==> src/rtl/apb_fll_cfg_master_if.sv <==
// APB bus bundle for apb_fll_cfg_master.
//   master modport: drives PADDR/PSEL/PENABLE/PWRITE/PWDATA, samples PRDATA/PREADY/PSLVERR
//   slave  modport: the reverse direction, used by the FLL config master
interface apb_fll_cfg_master_if #(
    parameter int unsigned APB_ADDR_WIDTH = 12
);
    logic [APB_ADDR_WIDTH-1:0] PADDR;
    logic                      PSEL;
    logic                      PENABLE;
    logic                      PWRITE;
    logic [31:0]               PWDATA;
    logic [31:0]               PRDATA;
    logic                      PREADY;
    logic                      PSLVERR;

    modport master (
        output PADDR, PSEL, PENABLE, PWRITE, PWDATA,
        input  PRDATA, PREADY, PSLVERR
    );

    modport slave (
        input  PADDR, PSEL, PENABLE, PWRITE, PWDATA,
        output PRDATA, PREADY, PSLVERR
    );
endinterface

==> src/rtl/apb_fll_cfg_master.sv <==
// APB slave that bridges bus accesses onto the FLL configuration port
// (4-phase req/ack handshake towards clk_rst_gen).
//   clk_i, rst_i     : clock, synchronous active-high reset
//   apb (slave)      : APB bus; 0x0..0xC -> FLL regs 0..3, 0x10 -> STATUS
//                      {30'b0, tmo_flag, lock_sync}, anything else -> PSLVERR
//   fll_req_o        : registered request, high only while waiting for ack
//   fll_wrn_o        : 0 = write, 1 = read
//   fll_add_o        : FLL register index
//   fll_data_o       : FLL write data
//   fll_ack_i        : acknowledge (may be combinational from fll_req_o)
//   fll_r_data_i     : read data, valid while ack is high
//   fll_lock_i       : asynchronous FLL lock, synchronised internally
module apb_fll_cfg_master #(
    parameter int unsigned APB_ADDR_WIDTH = 12,
    parameter int unsigned TIMEOUT_CYCLES = 255
) (
    input  logic                clk_i,
    input  logic                rst_i,
    apb_fll_cfg_master_if.slave apb,
    output logic                fll_req_o,
    output logic                fll_wrn_o,
    output logic [1:0]          fll_add_o,
    output logic [31:0]         fll_data_o,
    input  logic                fll_ack_i,
    input  logic [31:0]         fll_r_data_i,
    input  logic                fll_lock_i
);

    localparam int unsigned CNT_W = $clog2(TIMEOUT_CYCLES);
    localparam logic [CNT_W-1:0] CNT_MAX = CNT_W'(TIMEOUT_CYCLES - 1);

    typedef enum logic [1:0] {
        IDLE = 2'd0,
        REQ  = 2'd1,
        REL  = 2'd2,
        DONE = 2'd3
    } state_e;

    state_e             state_q, state_d;
    logic               req_q, req_d;
    logic               wrn_q, wrn_d;
    logic [1:0]         add_q, add_d;
    logic [31:0]        data_q, data_d;
    logic [31:0]        prdata_q, prdata_d;
    logic               err_q, err_d;
    logic               tmo_flag_q, tmo_flag_d;
    logic [CNT_W-1:0]   cnt_q, cnt_d;
    logic               lock_meta_q, lock_sync_q;

    logic               addr_hi_zero;
    logic               is_fll;
    logic               is_status;
    logic               unused_paddr;

    // Byte-lane bits are don't-care; anything above bit 4 must be zero.
    assign addr_hi_zero = ((apb.PADDR >> 5) == '0);
    assign is_fll       = addr_hi_zero & ~apb.PADDR[4];
    assign is_status    = addr_hi_zero & (apb.PADDR[4:2] == 3'b100);
    assign unused_paddr = ^apb.PADDR[1:0];

    always_comb begin
        state_d    = state_q;
        wrn_d      = wrn_q;
        add_d      = add_q;
        data_d     = data_q;
        prdata_d   = prdata_q;
        err_d      = err_q;
        tmo_flag_d = tmo_flag_q;
        cnt_d      = cnt_q;

        unique case (state_q)
            IDLE: begin
                if (apb.PSEL && apb.PENABLE) begin
                    prdata_d = '0;
                    if (is_fll) begin
                        add_d   = apb.PADDR[3:2];
                        wrn_d   = ~apb.PWRITE;
                        data_d  = apb.PWDATA;
                        cnt_d   = '0;
                        state_d = REQ;
                    end else begin
                        state_d = DONE;
                        if (is_status) begin
                            if (!apb.PWRITE) begin
                                prdata_d = {30'b0, tmo_flag_q, lock_sync_q};
                            end else if (apb.PWDATA[1]) begin
                                tmo_flag_d = 1'b0;
                            end
                        end else begin
                            err_d = 1'b1;
                        end
                    end
                end
            end
            REQ: begin
                if (fll_ack_i) begin
                    if (wrn_q) begin
                        prdata_d = fll_r_data_i;
                    end
                    cnt_d   = '0;
                    state_d = REL;
                end else if (cnt_q == CNT_MAX) begin
                    tmo_flag_d = 1'b1;
                    err_d      = 1'b1;
                    prdata_d   = '0;
                    state_d    = DONE;
                end else begin
                    cnt_d = cnt_q + CNT_W'(1);
                end
            end
            REL: begin
                if (!fll_ack_i) begin
                    state_d = DONE;
                end else if (cnt_q == CNT_MAX) begin
                    // A read whose ack never falls is reported as failed, so
                    // the data captured on the rising ack is discarded.
                    tmo_flag_d = 1'b1;
                    err_d      = 1'b1;
                    prdata_d   = '0;
                    state_d    = DONE;
                end else begin
                    cnt_d = cnt_q + CNT_W'(1);
                end
            end
            DONE: begin
                err_d   = 1'b0;
                state_d = IDLE;
            end
            default: state_d = IDLE;
        endcase

        // Registered request: asserted exactly for the cycles spent in REQ.
        req_d = (state_d == REQ);
    end

    always_ff @(posedge clk_i) begin
        if (rst_i) begin
            state_q     <= IDLE;
            req_q       <= 1'b0;
            wrn_q       <= 1'b1;
            add_q       <= '0;
            data_q      <= '0;
            prdata_q    <= '0;
            err_q       <= 1'b0;
            tmo_flag_q  <= 1'b0;
            cnt_q       <= '0;
            lock_meta_q <= 1'b0;
            lock_sync_q <= 1'b0;
        end else begin
            state_q     <= state_d;
            req_q       <= req_d;
            wrn_q       <= wrn_d;
            add_q       <= add_d;
            data_q      <= data_d;
            prdata_q    <= prdata_d;
            err_q       <= err_d;
            tmo_flag_q  <= tmo_flag_d;
            cnt_q       <= cnt_d;
            lock_meta_q <= fll_lock_i;
            lock_sync_q <= lock_meta_q;
        end
    end

    assign fll_req_o   = req_q;
    assign fll_wrn_o   = wrn_q;
    assign fll_add_o   = add_q;
    assign fll_data_o  = data_q;
    assign apb.PRDATA  = prdata_q;
    assign apb.PREADY  = (state_q == DONE);
    assign apb.PSLVERR = (state_q == DONE) & err_q;

endmodule

==> src/flat_wrapper.sv <==
// flat-port wrapper written by rule: the top's interface ports become plain ports
module apb_fll_cfg_master_flat 
#(
    parameter int unsigned APB_ADDR_WIDTH = 12,
    parameter int unsigned TIMEOUT_CYCLES = 255
)
  (clk_i, rst_i, fll_req_o, fll_wrn_o, fll_add_o, fll_data_o, fll_ack_i, fll_r_data_i, fll_lock_i, apb_PADDR, apb_PSEL, apb_PENABLE, apb_PWRITE, apb_PWDATA, apb_PRDATA, apb_PREADY, apb_PSLVERR);
  apb_fll_cfg_master_if #(.APB_ADDR_WIDTH(APB_ADDR_WIDTH)) apb_i ();
  input  logic clk_i;
  input  logic rst_i;
  output logic fll_req_o;
  output logic fll_wrn_o;
  output logic [1:0] fll_add_o;
  output logic [31:0] fll_data_o;
  input  logic fll_ack_i;
  input  logic [31:0] fll_r_data_i;
  input  logic fll_lock_i;
  input wire logic [$bits(apb_i.PADDR)-1:0] apb_PADDR;
  input wire logic [$bits(apb_i.PSEL)-1:0] apb_PSEL;
  input wire logic [$bits(apb_i.PENABLE)-1:0] apb_PENABLE;
  input wire logic [$bits(apb_i.PWRITE)-1:0] apb_PWRITE;
  input wire logic [$bits(apb_i.PWDATA)-1:0] apb_PWDATA;
  output wire logic [$bits(apb_i.PRDATA)-1:0] apb_PRDATA;
  output wire logic [$bits(apb_i.PREADY)-1:0] apb_PREADY;
  output wire logic [$bits(apb_i.PSLVERR)-1:0] apb_PSLVERR;
  assign apb_i.PADDR = apb_PADDR;
  assign apb_i.PSEL = apb_PSEL;
  assign apb_i.PENABLE = apb_PENABLE;
  assign apb_i.PWRITE = apb_PWRITE;
  assign apb_i.PWDATA = apb_PWDATA;
  assign apb_PRDATA = apb_i.PRDATA;
  assign apb_PREADY = apb_i.PREADY;
  assign apb_PSLVERR = apb_i.PSLVERR;
  apb_fll_cfg_master #(.APB_ADDR_WIDTH(APB_ADDR_WIDTH), .TIMEOUT_CYCLES(TIMEOUT_CYCLES)) u_core (.clk_i(clk_i), .rst_i(rst_i), .apb(apb_i), .fll_req_o(fll_req_o), .fll_wrn_o(fll_wrn_o), .fll_add_o(fll_add_o), .fll_data_o(fll_data_o), .fll_ack_i(fll_ack_i), .fll_r_data_i(fll_r_data_i), .fll_lock_i(fll_lock_i));
endmodule
==> config.mk <==
export PLATFORM = sky130hd
export DESIGN_NAME = apb_fll_cfg_master_flat
export DESIGN_NICKNAME = d
export VERILOG_FILES = /design/src/rtl/apb_fll_cfg_master_if.sv /design/src/rtl/apb_fll_cfg_master.sv /design/src/flat_wrapper.sv
export SDC_FILE = /design/constraint.sdc
export NUM_CORES = 1
export LEC_CHECK = 0
export ABC_AREA = 0
export BUFFER_PORTS_ARGS = -buffer_cell sky130_fd_sc_hd__buf_4
export CELL_PAD_IN_SITES_DETAIL_PLACEMENT = 1
export CELL_PAD_IN_SITES_GLOBAL_PLACEMENT = 1
export CORE_MARGIN = 5
export CORE_UTILIZATION = 33
export CTS_CLUSTER_SIZE = 25
export DETAILED_ROUTE_END_ITERATION = 8
export GPL_ROUTABILITY_DRIVEN = 0
export PLACE_DENSITY_LB_ADDON = 0.1
export SETUP_SLACK_MARGIN = 0.5
export SLEW_MARGIN = 30
export SYNTH_ARGS = -nofsm -noshare
export SYNTH_HDL_FRONTEND = slang
export SYNTH_SLANG_ARGS = --single-unit
==> constraint.sdc <==
create_clock -name clk_i -period 2.6 [get_ports clk_i]
set_input_delay 0.39 -clock clk_i [delete_from_list [all_inputs] [get_ports clk_i]]
set_output_delay 0.39 -clock clk_i [all_outputs]
set_load 0.05 [all_outputs]
==> results.rst <==
.. list-table::
   :header-rows: 1

   * - Metric
     - Value
   * - Result of the run
     - complete, no violations
   * - Inserted Clock Buffers
     - 9
   * - Met1 routed wirelength after detailed routing
     - 5264 µm
   * - Hold_buf cts
     - 0
   * - Number of cells traversed by the worst register-to-register path
     - 6
   * - Synthesized area
     - 3442 µm²
   * - Power share of the sequential group
     - 0.449
   * - Starting density of the core
     - 0.3364
   * - Share of the synthesized area in the top cell type
     - 0.4769
   * - Met2 wirelength from detailed routing
     - 5362 µm
   * - Switching Fraction
     - 0.2846
   * - Die area
     - 12,570 µm²
   * - Amount of wire on met3 after detailed routing
     - 759 µm
   * - Hold Crit Depth
     - 2
   * - Length of the first detailed-routing pass in iterations
     - 4
   * - Buffer and inverter count on the worst path
     - 1
   * - Critical R2R Capture
     - u_core.tmo_flag_q
   * - Die W
     - 112.1 µm
   * - Crit-path leading delay family
     - simple AND/OR/NAND/NOR gates
   * - Standard-cell row count
     - 37
   * - Layout filler cell count
     - 1,281
   * - Area growth syn-to-layout
     - 44.27%
   * - Routed WL
     - 11,560 µm
   * - DR vias
     - 3,623
   * - Fraction of final layout cells sized beyond drive strength 1
     - 0.3270
   * - Syn Nets
     - 517
   * - Final global-route overflow total
     - 0
   * - DRC viols
     - 0
   * - Post-route ant nets
     - 0
   * - Clock latency on the worst-skew pair
     - 0.35 ns
   * - Critical path launch point type
     - flop
   * - Crit path kind
     - flop to flop
   * - Final critical delay including setup and external delays
     - 1.976 ns
   * - Post-DP HPWL
     - 8372 µm
   * - Synthesized area divided by synthesized cell count
     - 8.061 µm²
   * - Worst max-slew margin expressed relative to the limit
     - 0.6254
   * - Static leakage
     - 1.951 nW
   * - Unrepaired setup endpoints after global routing
     - false
   * - Maximum number of pins on one net before global-route repair
     - 45
   * - Cell with the largest stage delay on the worst path
     - or4_1
   * - Class of the worst hold path
     - input pin to flop
   * - Average wire per cell in the routed design
     - 16.19 µm
   * - Final #Nets
     - 663
   * - Hold path endpoint
     - u_core.lock_meta_q
   * - Critical path, cell by cell
     - inv_1 > ha_2 > a21bo_2 > nand3_1 > or4_1 > a221oi_1
   * - Number of port buffers
     - 150
   * - Critical path's largest stage delay
     - 0.55 ns
   * - Number of flops mapped to enable cells by yosys
     - 0
   * - Final Setup Violations
     - 0
   * - Endpoint kind of the worst setup timing path
     - flop
   * - Final Max Slew Viols
     - 0
   * - Global-route wire length before repair
     - 18,280 µm
   * - Net switching component of the power
     - 0.8142 mW
   * - Comb pwr share
     - 0.180
   * - Initial DRC Count
     - 210
   * - Worst vdd rail ir drop
     - 226.1 µV
   * - Synthesized instance count
     - 427
   * - Synth area leaders
     - dfxtp_1 48%, nand2_1 12%, a21oi_1 9.9%
   * - Origin of the worst min-delay path
     - fll_lock_i
   * - Commonest cells after routing, fill and taps aside
     - 159 x buf_4, 106 x nand2_1, 81 x dfxtp_1, 68 x a21oi_1, 39 x o21ai_0
   * - Library cell with the largest summed area after synthesis
     - dfxtp_1
   * - Number of global-route vias before repair
     - 3,596
   * - CTS H-Tree Depth
     - 3
   * - Total non-filler cell area in the finished layout
     - 4966 µm²
   * - Part of the cycle the worst path needs
     - 0.7600
   * - Top Metal Used
     - met4
   * - Arrival time of the worst setup path
     - 2.24 ns
   * - Async SR Flop Fraction
     - 0
   * - Bufs on Longest Clock Path
     - 2
   * - Internal portion of total power
     - 2.047 mW
   * - Mean number of vias per cell
     - 5.074
   * - Cell chosen for the clock root
     - clkbuf_8
   * - Startpoint of the lowest-slack register-to-register path
     - u_core.state_q[1]
   * - Cell area after placement
     - 4708 µm²
   * - Number of primary I/O pins
     - 153
   * - Worst slew pin tran
     - 0.5598 ns
   * - Yosys reg bits
     - 82
   * - # clock sinks
     - 82
   * - Global Route Usage Sum
     - 0.1766
   * - Fmax
     - 506.1 MHz
   * - Clock tree from TritonCTS
     - built
   * - Die Span Y
     - 112.1 µm
   * - Final Hold Viols
     - 0
   * - Count of max-cap constraint violations
     - 0
   * - Leading cell type in the layout, fill and taps excluded
     - buf_4
   * - Primary FF master, synth
     - dfxtp_1
   * - Count of unique library cells instantiated by Yosys
     - 43
   * - Clock network power share
     - 0.371
   * - Floorplan Core Area
     - 10,230 µm²
   * - Yosys warning total
     - 0
   * - Flop2flop setup slack
     - 0.62 ns
   * - Share of synthesized area occupied by flip-flops and latches
     - 0.4769
   * - Peak fanout along the critical path
     - 7
   * - Ant. Diodes
     - 0
   * - Power density normalized to cell area
     - 576.2 nW/µm²
   * - Crit path required time
     - 2.86 ns
   * - Setup Skew
     - 0.009806 ns
   * - Clock slew at the register clock pins of the worst setup and hold paths
     - 0.09 ns
   * - Antenna violations before repair
     - 0
   * - TNS Setup
     - 0 ns
## synthesized netlist by cell type, drive strengths merged (2+ instances only)
cell type,n
a211o,5
a211oi,5
a21oi,68
a221oi,3
a31oi,8
and2,3
and3,4
and4,4
buf,5
clkbuf,21
dfxtp,82
ha,7
inv,8
nand2,107
nand3,4
nand4,7
nor2,11
nor2b,4
nor3,4
nor4,3
o211ai,3
o21ai,40
o221ai,2
o31ai,2
or4,4
## final cells by class
| type | count | area [µm²] | share of cell area |
|---|---|---|---|
| Clock inverter | 5 | 85.08 | 0.01713 |
| Timing Repair Buffer | 161 | 1216 | 0.2449 |
| Clock buffer | 11 | 141.4 | 0.02847 |
| Tap cell | 136 | 170.2 | 0.03427 |
| Multi-Input combinational cell | 311 | 1680 | 0.3384 |
| Sequential cell | 82 | 1643 | 0.3308 |
| Inverter | 8 | 30.03 | 0.006047 |
## power groups by stage
| stage | clock (mW) | sequential [mW] | combinational [mW] |
|---|---|---|---|
| after global routing | 1.16 | 1.29 | 0.562 |
| after CTS | 1.10 | 1.29 | 0.513 |
| after floorplan | 0 | 1.34 | 0.262 |
| final | 1.06 | 1.29 | 0.514 |
| after detailed placement | 0 | 1.31 | 0.509 |
| after global placement | 0 | 1.31 | 0.501 |
## sequential cells by signal, summed over array words and instances (netlist names)
signal              cells
u_core.apb.PRDATA      32
u_core.fll_wrn_o        1
u_core.fll_req_o        1
u_core.err_q            1
u_core.lock_sync_q      1
u_core.lock_meta_q      1
u_core.fll_add_o        2
u_core.tmo_flag_q       1
u_core.fll_data_o      32
u_core.state_q          2
u_core.cnt_q            8
## per-stage QoR
step | hold slack, ns | setup slack [ns] | instances | utilization | total power [mW]
6_report | 0.2564 | 0.6241 | 714 | 0.4854 | 2.861
5_1_grt | 0.2488 | 0.5057 | 714 | 0.4854 | 3.006
4_1_cts | 0.2395 | 0.5217 | 712 | 0.4826 | 2.897
3_5_place_dp | 0.4408 | 0.5357 | 696 | 0.4602 | 1.824
3_3_place_gp | 0.4374 | 0.6050 | 696 | 0.4602 | 1.815
2_1_floorplan | 0.4138 | 0.7269 | 427 | - | 1.598
## cells by family after synthesis
group           count (synthesis)  synth area share
compound gates                145            0.2461
simple gates                  159            0.2127
fa+ha+maj                       7           0.02544
flops                          82            0.4769
buf+inv                        34           0.03890
## per-layer routing
metal  vias to the layer above  track usage
li1                       1799            -
met1                      1703       0.2309
met2                       109       0.2809
met3                        12      0.04960
met4                         0      0.05929
met5                         -            0
## how the worst max path moves through the flow
| stage | startpoint | end | slack (ns) | cells after the start |
|---|---|---|---|---|
| after global placement | u_core.state_q[0] | u_core.tmo_flag_q | 0.60 | 6 |
| after detailed placement | u_core.state_q[1] | u_core.apb.PRDATA[21] | 0.54 | 7 |
| after CTS | u_core.state_q[0] | u_core.tmo_flag_q | 0.52 | 6 |
| after floorplan | u_core.state_q[0] | u_core.tmo_flag_q | 0.73 | 7 |
| final | u_core.state_q[1] | u_core.tmo_flag_q | 0.62 | 6 |
| after global routing | u_core.state_q[1] | u_core.tmo_flag_q | 0.51 | 6 |
## what timing repair did
action | in CTS | in global routing
buffers inserted | 0 | 2
resized for setup | 1 | 5
endpoints found under the setup margin | 2 | 36
pin swaps | 0 | 1
No activity file was read; power rests on OpenSTA's default activity.
